[src/rtl/char_pkg.sv]
// Shared character-buffer definitions: screen geometry, glyph index ranges, ASCII codes, dump FSM states.
// Latency: n/a (constants and types only).
// Backpressure: n/a.
package char_pkg;

  // Screen geometry (COLS x ROWS must fit in an 8-bit cell address)
  localparam int COLS  = 20;
  localparam int ROWS  = 7;
  localparam int CELLS = COLS * ROWS;

  // Last glyph index of each contiguous glyph range
  localparam logic [7:0] GLYPH_DIGIT_END = 8'd9;    // '0'..'9'
  localparam logic [7:0] GLYPH_UPPER_END = 8'd35;   // 'A'..'Z'
  localparam logic [7:0] GLYPH_LOWER_END = 8'd61;   // 'a'..'z'
  localparam logic [7:0] GLYPH_EXT_END   = 8'd129;  // extended bytes 128..195
  localparam logic [7:0] GLYPH_CLEAR     = 8'hFF;   // cleared-cell marker written by the feeder

  localparam logic [7:0] ASCII_CR      = 8'h0D;
  localparam logic [7:0] ASCII_LF      = 8'h0A;
  localparam logic [7:0] ASCII_UNKNOWN = 8'h3F;     // '?'

  typedef enum logic [2:0] {
    ST_IDLE,
    ST_FETCH,
    ST_WAIT,
    ST_SEND,
    ST_EOL_CR,
    ST_EOL_LF,
    ST_FIN
  } dump_state_t;

endpackage

[src/rtl/glyph_to_ascii.sv]
// Maps a stored glyph index back to the byte code the feeder received.
// Latency: combinational.
// Backpressure: none.
// Ports: glyph (8-bit glyph index in), ascii (8-bit byte code out).
// Indices past the extended range, including the clear marker, come back as '?'.
module glyph_to_ascii
  import char_pkg::*;
(
  input  logic [7:0] glyph,
  output logic [7:0] ascii
);

  always_comb begin
    ascii = ASCII_UNKNOWN;
    if (glyph <= GLYPH_DIGIT_END) begin
      ascii = glyph + 8'd48;
    end else if (glyph <= GLYPH_UPPER_END) begin
      ascii = glyph + 8'd55;
    end else if (glyph <= GLYPH_LOWER_END) begin
      ascii = glyph + 8'd61;
    end else if (glyph <= GLYPH_EXT_END) begin
      ascii = glyph + 8'd66;
    end
  end

endmodule

[src/rtl/screen_dumper.sv]
// Streams the character buffer, row-major, to the UART as bytes; optional CR/LF after each row.
// Latency: start -> first tx_valid 2 cycles later; 3 cycles per cell (+1 per CR/LF) with tx_ready high, then one done cycle.
// Backpressure: holds tx_valid/tx_data stable in SEND/EOL states until tx_ready; each cell is read exactly once.
// Ports: clk, reset_n (sync active-low); start/busy/done control; mem_rd_en/mem_addr/mem_data buffer
//        read port (data one cycle after strobe); tx_data/tx_valid/tx_ready byte stream to the transmitter.
// Build option: define SCREEN_DUMPER_CRLF_EN to append 0x0D 0x0A after every row.
module screen_dumper
  import char_pkg::*;
#(
  parameter int COLS   = char_pkg::COLS,
  parameter int ROWS   = char_pkg::ROWS,
  parameter int ADDR_W = 8
) (
  input  logic              clk,
  input  logic              reset_n,
  input  logic              start,
  output logic              busy,
  output logic              done,
  output logic              mem_rd_en,
  output logic [ADDR_W-1:0] mem_addr,
  input  logic [7:0]        mem_data,
  output logic [7:0]        tx_data,
  output logic              tx_valid,
  input  logic              tx_ready
);

  localparam int COL_W = (COLS > 1) ? $clog2(COLS) : 1;
  localparam int ROW_W = (ROWS > 1) ? $clog2(ROWS) : 1;

  dump_state_t      state, state_nxt;
  logic [COL_W-1:0] col, col_nxt;
  logic [ROW_W-1:0] row, row_nxt;
  logic [7:0]       tx_byte, tx_byte_nxt;
  logic [7:0]       glyph_ascii;
  logic [ADDR_W-1:0] cell_addr;
  logic             last_col;
  logic             last_row;

  glyph_to_ascii u_glyph_to_ascii (
    .glyph (mem_data),
    .ascii (glyph_ascii)
  );

  assign cell_addr = ADDR_W'(row) * ADDR_W'(COLS) + ADDR_W'(col);
  assign last_col  = (col == COL_W'(COLS - 1));
  assign last_row  = (row == ROW_W'(ROWS - 1));

  always_ff @(posedge clk) begin
    if (!reset_n) begin
      state   <= ST_IDLE;
      col     <= '0;
      row     <= '0;
      tx_byte <= '0;
    end else begin
      state   <= state_nxt;
      col     <= col_nxt;
      row     <= row_nxt;
      tx_byte <= tx_byte_nxt;
    end
  end

  always_comb begin
    state_nxt   = state;
    col_nxt     = col;
    row_nxt     = row;
    tx_byte_nxt = tx_byte;
    busy        = (state != ST_IDLE);
    done        = 1'b0;
    mem_rd_en   = 1'b0;
    mem_addr    = '0;
    tx_valid    = 1'b0;
    tx_data     = 8'h00;

    case (state)
      ST_IDLE: begin
        if (start) begin
          col_nxt   = '0;
          row_nxt   = '0;
          state_nxt = ST_FETCH;
        end
      end

      ST_FETCH: begin
        mem_rd_en = 1'b1;
        mem_addr  = cell_addr;
        state_nxt = ST_WAIT;
      end

      // Glyph arrives this cycle; latch its byte so it stays stable through any stall.
      ST_WAIT: begin
        tx_byte_nxt = glyph_ascii;
        state_nxt   = ST_SEND;
      end

      ST_SEND: begin
        tx_valid = 1'b1;
        tx_data  = tx_byte;
        if (tx_ready) begin
          if (!last_col) begin
            col_nxt   = col + 1'b1;
            state_nxt = ST_FETCH;
          end else begin
            col_nxt = '0;
`ifdef SCREEN_DUMPER_CRLF_EN
            state_nxt = ST_EOL_CR;
`else
            if (last_row) begin
              state_nxt = ST_FIN;
            end else begin
              row_nxt   = row + 1'b1;
              state_nxt = ST_FETCH;
            end
`endif
          end
        end
      end

`ifdef SCREEN_DUMPER_CRLF_EN
      ST_EOL_CR: begin
        tx_valid = 1'b1;
        tx_data  = ASCII_CR;
        if (tx_ready) begin
          state_nxt = ST_EOL_LF;
        end
      end

      ST_EOL_LF: begin
        tx_valid = 1'b1;
        tx_data  = ASCII_LF;
        if (tx_ready) begin
          if (last_row) begin
            state_nxt = ST_FIN;
          end else begin
            row_nxt   = row + 1'b1;
            state_nxt = ST_FETCH;
          end
        end
      end
`endif

      ST_FIN: begin
        done      = 1'b1;
        state_nxt = ST_IDLE;
      end

      default: begin
        state_nxt = ST_IDLE;
      end
    endcase
  end

endmodule

[config.mk]
export PLATFORM = sky130hd
export DESIGN_NAME = screen_dumper
export DESIGN_NICKNAME = d
export VERILOG_FILES = /design/src/rtl/char_pkg.sv /design/src/rtl/glyph_to_ascii.sv /design/src/rtl/screen_dumper.sv
export SDC_FILE = /design/constraint.sdc
export NUM_CORES = 1
export LEC_CHECK = 0
export CAP_MARGIN = 5
export CELL_PAD_IN_SITES_DETAIL_PLACEMENT = 0
export CELL_PAD_IN_SITES_GLOBAL_PLACEMENT = 1
export CORE_AREA = 2 2 73 75
export CTS_BUF_LIST = sky130_fd_sc_hd__clkbuf_4 sky130_fd_sc_hd__clkbuf_8 sky130_fd_sc_hd__clkbuf_16
export DETAILED_ROUTE_END_ITERATION = 6
export DIE_AREA = 0 0 75 77
export PLACE_DENSITY = 0.91
export SYNTH_ARGS = -nofsm -noshare
export SYNTH_HDL_FRONTEND = slang
export SYNTH_SLANG_ARGS = --single-unit
[constraint.sdc]
create_clock -name clk -period 2.64 [get_ports clk]
set_input_delay 0.528 -clock clk [delete_from_list [all_inputs] [get_ports clk]]
set_output_delay 0.528 -clock clk [all_outputs]
set_load 0.01 [all_outputs]
# == Word level (Yosys, flattened, before mapping) ==
# Cells that the tools add are included.
# op_classes
add_sub_neg,7
n_mul,1
order_cmp,4
eq_ne,10
n_mux,23
n_reduce_logical,6
# op_table
op,count
$mux 8,6
$add 8x6->8 const B,3
$mux 3,8
$le 8x6->1 const B,2
$mux 5,3
$pmux 3 s4,1
$pmux 5 s2,1
$add 8x5->8,1
$add 8x7->8 const B,1
$le 8x4->1 const B,1
$le 8x8->1 const B,1
$ne 2x2->1 const B,4
$eq 3x2->1 const B,2
$eq 3x3->1 const B,2
$mul 3x3->6 const B,1
$pmux 3 s2,1
$add 5x1->5 const B,1
$eq 5x5->1 const B,1
$reduce_and 5->1,1
$add 3x1->3 const B,1
$eq 3x1->1 const B,1
$logic_not 3->1,1
$mux 1,3
$reduce_and 3->1,1
3 further kinds,3
# totals
reg_bits,19
input_bits,12
out_inout_bits,20
word_cells,55

# == Depth between registers and ports, before layout ==
# Gate-level depths: netlist of the first run.
# logic_depth
word_depth,5
ltp_mapped,9
ltp_nobuf,7

# == Modules after synthesis ==
# Synthesis of the first run repeated with hierarchy kept, for this count alone.
# unflattened
hier_cells,232
area_unflattened_um2,1886.8
# by_module_without_submodules
module,instances,cells_per_inst,area_per_inst_um2,seq_area_each_um2
screen_dumper,1,130,1173.6,380.4
glyph_to_ascii,1,102,713.2,0.0

# == Least setup slack after synthesis of the first run ==
# No wires, ideal clock.
# synth_path
kind,input-to-reg
startpoint,input port mem_data[4]
endpoint,register tx_byte[2]
setup_ps,141
arrival_ps,2148
required_time_ps,2499
path_slack_ps,351
stages,9
n_path_buf,2
path_cell_list,clkbuf_1 inv_1 ha_1 a21bo_2 and3_1 clkbuf_1 o21ai_0 a222oi_1 a2111oi_2
# synth_via
elab_chain_len,5
elab_cells_between_ends,8
cone_classes,order compare (4); mux (4)
# synth_rtl
element,line,text
from (decl),screen_dumper.sv:21,"input logic [7:0] mem_data,"
$le 8x8->1,glyph_to_ascii.sv:21,end else if (glyph <= GLYPH_EXT_END) begin
$mux 8,glyph_to_ascii.sv:21,
$mux 8,glyph_to_ascii.sv:19,end else if (glyph <= GLYPH_LOWER_END) begin
$mux 8,glyph_to_ascii.sv:17,end else if (glyph <= GLYPH_UPPER_END) begin
$mux 8 (*),glyph_to_ascii.sv:15,if (glyph <= GLYPH_DIGIT_END) begin
to (signal assigned),screen_dumper.sv:58,tx_byte <= tx_byte_nxt;
to (decl),screen_dumper.sv:33,"logic [7:0] tx_byte, tx_byte_nxt;"
# Mark *: on every way between the ends. The rest lies on a longest branch, timed or not.
# A chain may end at the register's enable or synchronous reset.

# == Worst setup path after layout of the first run ==
# layout_path
startpoint,register state[2]
endpoint,output port mem_addr[2]
# layout_via
elab_chain_len,2
# layout_rtl
element,line,text
from (decl),screen_dumper.sv:30,"dump_state_t state, state_nxt;"
from (signal assigned),screen_dumper.sv:55,state <= state_nxt;
$eq 3x1->1,screen_dumper.sv:74,case (state)
$mux 8,screen_dumper.sv:74,
to (decl),screen_dumper.sv:20,"output logic [ADDR_W-1:0] mem_addr,"
# Every way passes these cells.

==> metrics.md, run 1 <==
| Metric | Value |
|---|---|
| Status | completed |
| Hold Path End | tx_byte[7]$_SDFFE_PN0P_ |
| P_int | 0.000543 W |
| Worst hold path class | reg2reg |
| Overall die height | 77 um |
| Post-Syn Nets | 279 |
| Share of post-route cells with drive strength above 1 | 17.4% |
| Pleak | 1.06 nW |
| CP peak stage delay | 550 ps |
| Post-Route WL | 5030 um |
| Crit path time final | 2470 ps |
| Total grt overflow | 0 |
| Crit path buffers/inverters | 2 |
| Endpoint class of the critical path | output pin |
| Syn Area/Cell | 7.92 um^2 |
| Logic pwr share | 35.0% |
| Sw frac | 32.5% |
| Antenna violations before repair | 0 |
| Largest net degree at the start of global routing | 18 |
| Vias per cell | 5.29 |
| Mapped Cells | 246 |
| Clk pwr share | 25.5% |
| Chip Width | 75 um |
| WL/cell | 13.9 um |
| Cell Area, Synth | 1950 um^2 |
| 1st-iter DRT viols | 114 |
| Fin util | 51.0% |
| H-tree level count | 1 |
| Count of pins over their slew limit | 0 |
| CTS Buffer Depth | 2 |
| Place WS | -2.42 ps |
| TritonCTS clock tree | done |
| R2R Path End | tx_byte[4]$_SDFFE_PN0P_ |
| Final WS setup | 171 ps |
| CTS buffer count | 3 |
| Reg2reg path depth | 5 |
| Final setup viols | 0 |
| Grt met1 use | 22.5% |
| Initial Util | 39.1% |
| HP Start | tx_byte[7]$_SDFFE_PN0P_ |
| Finished Layout Cells | 363 |
| Syn-to-layout area delta | 30.4% |
| Inst Count DP | 359 |
| Most used DFF post-synth | dfxtp_1 |
| All-Layer GR Usage | 18.6% |
| VDD IR max | 0.191 mV |
| CP Launch Type | flop |
| Cell Pwr Density | 316 nW/um^2 |
| Setup slack, reg-to-reg | 850 ps |
| # DRC | 0 |
| Most Crowded Layer GR | met2 |
| Vias in the first global route | 1,858 |
| Met3 Usage GRT | 1.84% |
| Synth Register Bits | 19 |
| Hold_buf cts | 0 |
| Synth top area share | 19.5% |
| Met2 GRT Util | 32.1% |
| Max Clock Skew | 4.04 ps |
| Core area | 4980 um^2 |
| Die area | 5780 um^2 |
| Relative slew margins | 69.4% |
| Skew-Pair Late Insertion Delay | 260 ps |
| RSZ-0062 raised after global routing | false |
| Worst Max-Slew Pin Slew | 458 ps |
| Critical path fanouts, max | 8 |
| CP max stage cell | clkdlybuf4s50_1 |
| Vias | 1,920 |
| Row cnt | 26 |
| Hold Path Depth | 2 |
| IO Pins | 32 |
| Worst r2r src | state[0]$_SDFFE_PN0P_ |
| RePlAce Congestion | 0.933 |
| Largest area contributor in the netlist | dfxtp_1 |
| Nets | 327 |
| Req. time, crit path | 2110 ps |
| Yosys cell types | 58 |
| Synthesis Warnings | 0 |
| Flop pwr share | 39.5% |
| Post-synth EDFFs | 0 |
| Net switching power | 0.000261 W |
| Clk sinks | 19 |
| Port Buffers | 31 |
| DP Wirelength | 4090 um |
| Cell family with most CP delay | buffers and inverters |
| Synth top cells by count | nor2_1 (22), ha_1 (20), a21oi_1 (19), dfxtp_1 (19), inv_1 (16) |
| Most common cell in the netlist | nor2_1 |
| Final Hold Viols | 0 |
| Drt pass-1 iters | 5 |
| Detail Route Antenna Nets | 0 |
| Worst hold slack | 451 ps |
| CTS clk-pin slew, worst paths | 70 ps |
| Fin crit share | 93.5% |
| Critical path class | reg2out |
| CP cell instances | or3b_4, inv_1, and2_1, clkdlybuf4s50_1 |
| Ranking of synthesized cells by area | dfxtp_1 (20%), ha_1 (13%), xnor2_1 (4.9%) |
| # diodes | 0 |
| Root buffer cell | clkbuf_8 |
| Sequential area share after synthesis | 19.5% |
| Max_cap viols | 0 |
| First-pass GRT wire length | 8480 um |
| Ys async rst share | 0% |
| Critical Path AT | 1940 ps |
| FMAX | 405 MHz |
routing by layer:
| metal | vias up | share of wire [%] |
|---|---|---|
| met4 | 0 | 2.0 |
| met1 | 886 | 42 |
| met3 | 8 | 4.1 |
| li1 | 981 | - |
| met5 | - | 0 |
| met2 | 45 | 52 |
stage by stage:
stage | instance area [um^2] | total power, W | TNS [ps]
6_report | 2540 | 0.000804 | 0
5_1_grt | 2540 | 0.000854 | 0
4_1_cts | 2520 | 0.000805 | 0
3_5_place_dp | 2470 | 0.000601 | -2.42
3_3_place_gp | 2470 | 0.000597 | 0
2_1_floorplan | 1950 | 0.000499 | 0
repair_timing:
| item | in CTS | in global routing |
|---|---|---|
| gates resized for setup | 6 | 8 |
| endpoints found under the setup margin | 3 | 6 |
| setup buffers | 0 | 0 |
| pin swaps | 1 | 0 |
| hold endpoints to repair | 0 | 0 |
state kept, by name, summed over array words and instances, names as in the netlist:
register  flops
row           3
col           5
tx_byte       8
state         3
cell families after synthesis:
| family | Yosys count | share of synthesized area [%] |
|---|---|---|
| compound gates | 65 | 23.4 |
| flops | 19 | 19.5 |
| mux | 5 | 2.57 |
| xor+xnor | 16 | 7.19 |
| simple gates | 92 | 27.0 |
| buf+inv | 28 | 6.42 |
| fa+ha+maj | 21 | 13.9 |
how the worst max path moves through the flow:
| stage | startpoint | endpoint | slack (ps) | depth (start not counted) |
|---|---|---|---|---|
| CTS | row[0]$_SDFFE_PN0P_ | mem_addr[4] | 20 | 5 |
| detailed placement | mem_data[1] | tx_byte[4]$_SDFFE_PN0P_ | -2 | 8 |
| floorplan | mem_data[4] | tx_byte[2]$_SDFFE_PN0P_ | 350 | 9 |
| global route | col[2]$_SDFFE_PN0P_ | mem_addr[6] | 10 | 8 |
| global placement | mem_data[0] | tx_byte[4]$_SDFFE_PN0P_ | 60 | 8 |
| finish | state[2]$_SDFFE_PN0P_ | mem_addr[2] | 170 | 4 |
cell type report:
type                       count  area (um^2)
multi-input combinational    199         1460
inverter                      16         60.1
clock inverter                 1         5.00
timing repair buffer          55          498
fill                         502         2440
clock buffer                   3         41.3
tap                           70         87.6
sequential                    19          384
power groups by stage:
stage / clock network, W / logic (W) / registers [W]
global route: 0.000224 / 0.000310 / 0.000321
finish: 0.000205 / 0.000281 / 0.000318
CTS: 0.000209 / 0.000279 / 0.000317
global placement: 0 / 0.000274 / 0.000323
detailed placement: 0 / 0.000277 / 0.000324
floorplan: 0 / 0.000182 / 0.000317
cells in the final DEF (no fill, tap or decap), drive strengths merged, types with 4 or more instances in the layout:
cell / Yosys / routed
o211ai: 6 / 6
clkbuf: 6 / 4
buf: 6 / 24
nand3: 8 / 8
and2: 13 / 13
o21ai: 15 / 15
mux2i: 5 / 5
xor2: 5 / 5
nand2: 12 / 12
or3b: 4 / 4
dfxtp: 19 / 19
clkdlybuf4s50: 0 / 27
nor3: 6 / 6
xnor2: 11 / 11
a21oi: 21 / 21
inv: 16 / 16
ha: 20 / 20
nor2: 22 / 22
worst reg2reg max path: stages (launching register included):
cell	delay (ps)
dfxtp_1	310
buf_4	160
or3b_1	520
and2_1	250
a2111oi_1	340
nor2_1	100
Note: power is estimated with default switching activity, not from simulation.
==> run 2, diff against run 1 <==
Settings changed: CORE_AREA 2 2 73 75 to 2 2 72 74, DIE_AREA 0 0 75 77 to 0 0 74 76, PLACE_DENSITY 0.91 to 0.9, SKIP_LAST_GASP set to 1, SYNTH_HIERARCHICAL set to 1.
==> run 2 against run 1 <==
  * Maximum frequency decreased by 5.4%
  * Clock-buffer cell count increased by 1
  * Wire length decreased by 8.7%
  * Critical path depth increased by 2
  * Synthesized cell count decreased by 5.7%
  * Clock power increased by 3%
  * Power increased by 0.97%
  * Hold slack improved by 65 ps
  * Die area decreased by 2.6%
  * Combinational power increased by 2%
  * Non-clock buffer count increased by 6
  * Utilization increased by 0.14 points
  * Critical path type unchanged
  * Critical endpoint is now mem_addr[5]
  * Largest power group unchanged
  * Highest routed layer unchanged
==> metrics.md, run 2 <==
| Metric | Value |
|---|---|
| Reg2reg path depth | 4 (-1) |
| Post-Syn Nets | 265 (-5.0%) |
| Mapped Cells | 232 (-5.7%) |
| Flop pwr share | 38.6% (-0.9 points) |
| Crit path to | mem_addr[5] |
| Setup slack, reg-to-reg | 840 ps (about the same) |
| Yosys cell types | 59 (+1.7%) |
| Fin crit share | 98.8% (+5.3 points) |
| Top Registers | tx_byte: 8 flops, col: 5 flops |
| Synth Register Bits | 19 (unchanged) |
| Detail Route Antenna Nets | 0 (unchanged) |
| Row cnt | 26 (unchanged) |
| CTS Buffer Depth | 2 (unchanged) |
| Max Clock Skew | 1.09 ps (-2.96 ps) |
| Critical path fanouts, max | 3 (-5) |
| Vias per cell | 5.18 (-2.0%) |
| Endpoint class of the critical path | output pin |
| Most used DFF post-synth | dfxtp_1 |
| RePlAce Congestion | 0.904 (-3.1%) |
| Synth top cells by count | ha_1 (20), dfxtp_1 (19), nand2_1 (17) |
| Logic pwr share | 35.3% (+0.3 points) |
| CTS buffer count | 3 (unchanged) |
| Ys async rst share | 0% (unchanged) |
| First-pass GRT wire length | 7780 um (-8.3%) |
| 1st-iter DRT viols | 64 (-44%) |
| Drt pass-1 iters | 4 (-1) |
| DP Wirelength | 3700 um (-9.6%) |
| Worst hold path class | reg2reg |
| Status | completed |
| Syn Area/Cell | 8.13 um^2 (+2.7%) |
| Vias in the first global route | 1,707 (-8.1%) |
| Final setup viols | 0 (unchanged) |
| VDD IR max | 0.178 mV (-7.0%) |
| CP Launch Type | flop |
| RSZ-0062 raised after global routing | true |
| # DRC | 0 (unchanged) |
| Vias | 1,850 (-3.6%) |
| Largest net degree at the start of global routing | 17 (-1) |
| Setup crit start | row[0]$_SDFFE_PN0P_ |
| Post-synth EDFFs | 0 (unchanged) |
| Die area | 5620 um^2 (-2.6%) |
| Most common cell after layout, fill and taps aside | buf_4 |
| FMAX | 383 MHz (-5.4%) |
| Relative slew margins | 68.2% (-1.2 points) |
| # diodes | 0 (unchanged) |
| Ranking of synthesized cells by area | dfxtp_1 (20%), ha_1 (13%), nor2b_1 (4.3%) |
| Worst Max-Slew Pin Slew | 477 ps (+18.8 ps) |
| TritonCTS clock tree | done |
| All-Layer GR Usage | 17.1% (-1.5 points) |
| Cell Area, Synth | 1890 um^2 (-3.1%) |
| R2R Path End | row[1]$_SDFFE_PN0P_ |
| Syn-to-layout area delta | 33.2% |
| Pleak | 1.07 nW (+1.6%) |
| Chip Width | 74 um (-1.3%) |
| Max_cap viols | 0 (unchanged) |
| Root buffer cell | clkbuf_8 |
| Clk sinks | 19 (unchanged) |
| Commonest cells after routing, fill and taps aside | buf_4 (30), clkdlybuf4s50_1 (28), ha_1 (20) |
| Final Hold Viols | 0 (unchanged) |
| Largest register FFs | 8 (unchanged) |
| Nets | 321 (-1.8%) |
| WL/cell | 12.9 um (-7.2%) |
| Post-CTS setup buffer count | 0 (unchanged) |
| Antenna violations before repair | 0 (unchanged) |
| Place WS | -49.7 ps (-47.3 ps) |
| Total power draw | 0.000811 W (+0.97%) |
| Overall die height | 76 um (-1.3%) |
| Most common cell in the netlist | ha_1 |
| Port Buffers | 31 (unchanged) |
| Cell Pwr Density | 323 nW/um^2 (+2.0%) |
| Final WS setup | 30.7 ps (-140 ps) |
| Sequential area share after synthesis | 20.2% (+0.63 points) |
| H-tree level count | 1 (unchanged) |
| IO Pins | 32 (unchanged) |
| Net switching power | 0.000248 W (-4.9%) |
| Initial Util | 38.4% (-0.73 points) |
| Core area | 4910 um^2 (-1.3%) |
| Worst r2r src | state[2]$_SDFFE_PN0P_ |
| Share of post-route cells with drive strength above 1 | 16.0% (-1.4 points) |
| Fin util | 51.2% (+0.14 points) |
| Total grt overflow | 0 (unchanged) |
| Clk pwr share | 26.1% (+0.6 points) |
| Post-Route WL | 4590 um (-8.7%) |
| Biggest register | tx_byte |
| Crit path time final | 2610 ps (+140 ps) |
| Skew-Pair Late Insertion Delay | 250 ps (about the same) |
| P_int | 0.000563 W (+3.8%) |
| Fill cells | 482 (-4.0%) |
| Critical path class | reg2out |
| Synthesis Warnings | 6 (+6) |
| Synth top area share | 20.2% (+0.63 points) |
| Largest area contributor in the netlist | dfxtp_1 |
| Req. time, crit path | 2110 ps (about the same) |
| Count of pins over their slew limit | 0 (unchanged) |
| Critical Path AT | 2080 ps (+140 ps) |
| Sw frac | 30.6% (-1.9 points) |
| CTS clk-pin slew, worst paths | 70 ps (about the same) |
-- run 2: critical path, stage by stage (launching register included) --
cell             delay [ps]
dfxtp_1                 320
ha_1                    290
ha_1                    330
a21oi_2                 190
xor2_1                   90
nor2_1                   80
clkdlybuf4s50_1         540
-- run 2: stage by stage --
stage | cell area, um^2 | hold WS, ps | TNS [ps] | cells
3_5_place_dp | 2460 | 500 | -140 | 353
4_1_cts | 2510 | 517 | 0 | 357
3_3_place_gp | 2460 | 490 | -104 | 353
2_1_floorplan | 1890 | 474 | 0 | 232
6_report | 2510 | 515 | 0 | 357
5_1_grt | 2510 | 549 | -71.1 | 357
-- run 2: how the worst min path moves through the flow --
stage,cells past startpoint,end,startpoint
2_1_floorplan,2,tx_byte[0]$_SDFFE_PN0P_,tx_byte[0]$_SDFFE_PN0P_
3_3_place_gp,2,tx_byte[6]$_SDFFE_PN0P_,tx_byte[6]$_SDFFE_PN0P_
3_5_place_dp,2,tx_byte[0]$_SDFFE_PN0P_,tx_byte[0]$_SDFFE_PN0P_
4_1_cts,2,tx_byte[0]$_SDFFE_PN0P_,tx_byte[0]$_SDFFE_PN0P_
5_1_grt,2,tx_byte[0]$_SDFFE_PN0P_,tx_byte[0]$_SDFFE_PN0P_
6_report,2,tx_byte[0]$_SDFFE_PN0P_,tx_byte[0]$_SDFFE_PN0P_
-- run 2: final cells by class --
type | count | area (um^2) | share of cell area [%]
Inverter | 9 | 33.8 | 1.34
Multi-Input combinational cell | 194 | 1430 | 56.9
Sequential cell | 19 | 382 | 15.2
Tap cell | 70 | 87.6 | 3.48
Clock buffer | 4 | 48.8 | 1.94
Timing Repair Buffer | 61 | 532 | 21.2
-- run 2: layer usage --
layer  GRT usage, %  up-vias  part of all wire (%)
met1           22.8      845                    49
met2           27.9       45                    46
li1               -      952                     -
met3           2.38        8                   3.6
met5              0        -                     0
met4           5.64        0                   1.4
-- run 2: what timing repair did --
action	in CTS	in global routing
gates cloned	0	0
endpoints found under the setup margin	3	4
hold buffers	0	0
hold endpoints to repair	0	0
gates resized for setup	3	4
-- run 2: kinds of logic (layout without fill, tap and decap cells) --
| group | count (synthesis) | in the layout | share of synthesized area, % |
|---|---|---|---|
| buffers and inverters | 19 | 74 | 4.24 |
| DFF | 19 | 19 | 20.2 |
| muxes | 8 | 8 | 4.24 |
| xor gates and xnor gates | 14 | 14 | 6.50 |
| AOI/OAI and AO/OA | 55 | 55 | 20.0 |
| and+or+nand+nor | 96 | 96 | 30.6 |
| adders and majority gates | 21 | 21 | 14.3 |
-- run 2: power groups by stage --
stage	combinational (W)	sequential, W	clock, W
after floorplan	0.000172	0.000321	0
after global placement	0.000283	0.000319	0
after detailed placement	0.000286	0.000320	0
after CTS	0.000287	0.000313	0.000217
after global routing	0.000317	0.000315	0.000231
final	0.000286	0.000313	0.000212
==> run 3, diff against run 2 <==
Settings changed: GPL_TIMING_DRIVEN set to 0.
==> run 3 against run 2 <==
  * Power is 2.5% lower
  * Cell count is 5.6% lower
  * Worst setup slack better by 19 ps
  * Critical path depth is 2 lower
==> metrics.md, run 3 (synthesis gave the netlist of run 2 again) <==
| Metric | Value |
|---|---|
| Post-Route WL | 4470 um (-2.6%) |
| Critical path class | reg2out |
| Finished Layout Cells | 337 (-5.6%) |
| Port Buffers | 31 (unchanged) |
| Worst r2r src | col[0]$_SDFFE_PN0P_ |
| Critical Path AT | 2060 ps (-20 ps) |
| Initial Util | 38.4% (unchanged) |
| Fill cells | 496 (+2.9%) |
| R2R Path End | row[1]$_SDFFE_PN0P_ |
| Fin crit share | 98.1% (-0.70 points) |
| Post-route cell area | 2420 um^2 (-3.7%) |
| Req. time, crit path | 2110 ps (about the same) |
| Pleak | 0.979 nW (-8.9%) |
| Vias per cell | 5.30 (+2.2%) |
| Endpoint class of the critical path | output pin |
| CTS Buffer Depth | 2 (unchanged) |
| Most common cell after layout, fill and taps aside | clkdlybuf4s50_1 |
| TritonCTS clock tree | done |
| Reg2reg path depth | 5 (+1) |
| Fin util | 49.3% (-1.9 points) |
| All-Layer GR Usage | 16.2% (-0.90 points) |
| Row cnt | 26 (unchanged) |
| CTS buffer count | 3 (unchanged) |
| # diodes | 0 (unchanged) |
| Final Hold Viols | 0 (unchanged) |
| Vias in the first global route | 1,669 (-2.2%) |
| Detail Route Antenna Nets | 0 (unchanged) |
| Status | completed |
| IO Pins | 32 (unchanged) |
| Final setup viols | 0 (unchanged) |
| Root buffer cell | clkbuf_8 |
| Largest register FFs | 8 (unchanged) |
| 1st-iter DRT viols | 74 (+16%) |
| Critical path fanouts, max | 5 (+2) |
| VDD IR max | 0.153 mV (-14%) |
| Inst Count DP | 333 (-5.7%) |
| Syn-to-layout area delta | 28.3% |
| Hold Path Depth | 2 (unchanged) |
| H-tree level count | 1 (unchanged) |
| Area after DPL | 2280 um^2 (-7.3%) |
| Cell Pwr Density | 327 nW/um^2 (+1.2%) |
| Hold_buf cts | 0 (unchanged) |
| Max Clock Skew | 8.02 ps (+6.93 ps) |
| CP Launch Type | flop |
| FMAX | 386 MHz (+0.72%) |
| Setup slack, reg-to-reg | 910 ps (+70 ps) |
| CTS clk-pin slew, worst paths | 80 ps (about the same) |
| Biggest register | tx_byte |
| Largest net degree at the start of global routing | 12 (-5) |
| Chip Width | 74 um (unchanged) |
| Vias | 1,785 (-3.5%) |
| Worst Max-Slew Pin Slew | 483 ps (+6.02 ps) |
| Worst hold slack | 513 ps (-2.92 ps) |
| Overall die height | 76 um (unchanged) |
| Nets | 301 (-6.2%) |
| Skew-Pair Late Insertion Delay | 270 ps (+20 ps) |
| Worst hold path class | reg2reg |
| Core area | 4910 um^2 (unchanged) |
| Die area | 5620 um^2 (unchanged) |
| First-pass GRT wire length | 7450 um (-4.3%) |
| # DRC | 0 (unchanged) |
| Clk sinks | 19 (unchanged) |
| Total power draw | 0.000791 W (-2.5%) |
| Hold Path End | tx_byte[0]$_SDFFE_PN0P_ |
| HP Start | tx_byte[0]$_SDFFE_PN0P_ |
| Max_cap viols | 0 (unchanged) |
| RePlAce Congestion | 0.918 (+1.5%) |
| RSZ-0062 raised after global routing | true |
| Antenna violations before repair | 0 (unchanged) |
| Top Registers | tx_byte: 8 flops, col: 5 flops |
| Drt pass-1 iters | 4 (unchanged) |
| DP Wirelength | 3420 um (-7.5%) |
| Relative slew margins | 67.8% (-0.33 points) |
| Share of post-route cells with drive strength above 1 | 14.2% (-1.8 points) |
| Crit path time final | 2590 ps (-18.6 ps) |
| Total grt overflow | 0 (unchanged) |
| Count of pins over their slew limit | 0 (unchanged) |
| WL/cell | 13.3 um (+3.1%) |
| Commonest cells after routing, fill and taps aside | clkdlybuf4s50_1 (25), nand2_1 (17), dfxtp_1 (17) |
## run 3: layer usage
layer | routed length, um | vias to the layer above | GRT usage [%]
met1 | 2160 | 826 | 22.0
met4 | 58 | 0 | 5.09
met3 | 167 | 5 | 2.25
li1 | - | 915 | -
met2 | 2090 | 39 | 26.2
met5 | 0 | - | 0
## run 3: worst max-delay path by stage
stage / start / end / slack, ps
floorplan: mem_data[4] / tx_byte[3]$_SDFFE_PN0P_ / 240
global placement: mem_data[4] / tx_byte[3]$_SDFFE_PN0P_ / -630
detailed placement: mem_data[4] / tx_byte[2]$_SDFFE_PN0P_ / -640
CTS: mem_data[4] / tx_byte[2]$_SDFFE_PN0P_ / -30
global route: mem_data[1] / tx_byte[2]$_SDFFE_PN0P_ / -60
finish: col[2]$_SDFFE_PN0P_ / mem_addr[3] / 50
## run 3: worst max-delay path: stages (launching register included)
cell and delay, ps:
dfxtp_1 370, ha_1 250, fa_2 510, and3_1 140, clkdlybuf4s50_1 530
## run 3: cell type report
type	count	area [um^2]	share of cell area, %
buffer	10	57.6	2.38
inverter	9	36.3	1.50
timing repair buffer	31	307	12.7
tap	70	87.6	3.62
clock buffer	3	41.3	1.71
clock inverter	1	5.00	0.207
multi-input combinational	194	1500	62.1
sequential	19	383	15.8
## run 3: where the power goes
part / switching (W) / internal, W / total (W)
logic: 0.000140 / 0.000124 / 0.000265
clock network: 0.000103 / 0.000105 / 0.000208
registers: 0.0000141 / 0.000304 / 0.000318
total: 0.000257 / 0.000534 / 0.000791
## run 3: through the flow
step           TNS, ps  setup WS, ps
4_1_cts          -29.8         -29.8
5_1_grt           -101         -64.2
6_report             0          49.3
3_5_place_dp     -4370          -644
3_3_place_gp     -4150          -628
2_1_floorplan        0           240
## run 3: timing repair
item / in CTS / in global routing
setup endpoints to repair: 11 / 11
resized for setup: 18 / 19
pin swaps: 2 / 1
gates cloned: 0 / 0
setup buffers: 0 / 0
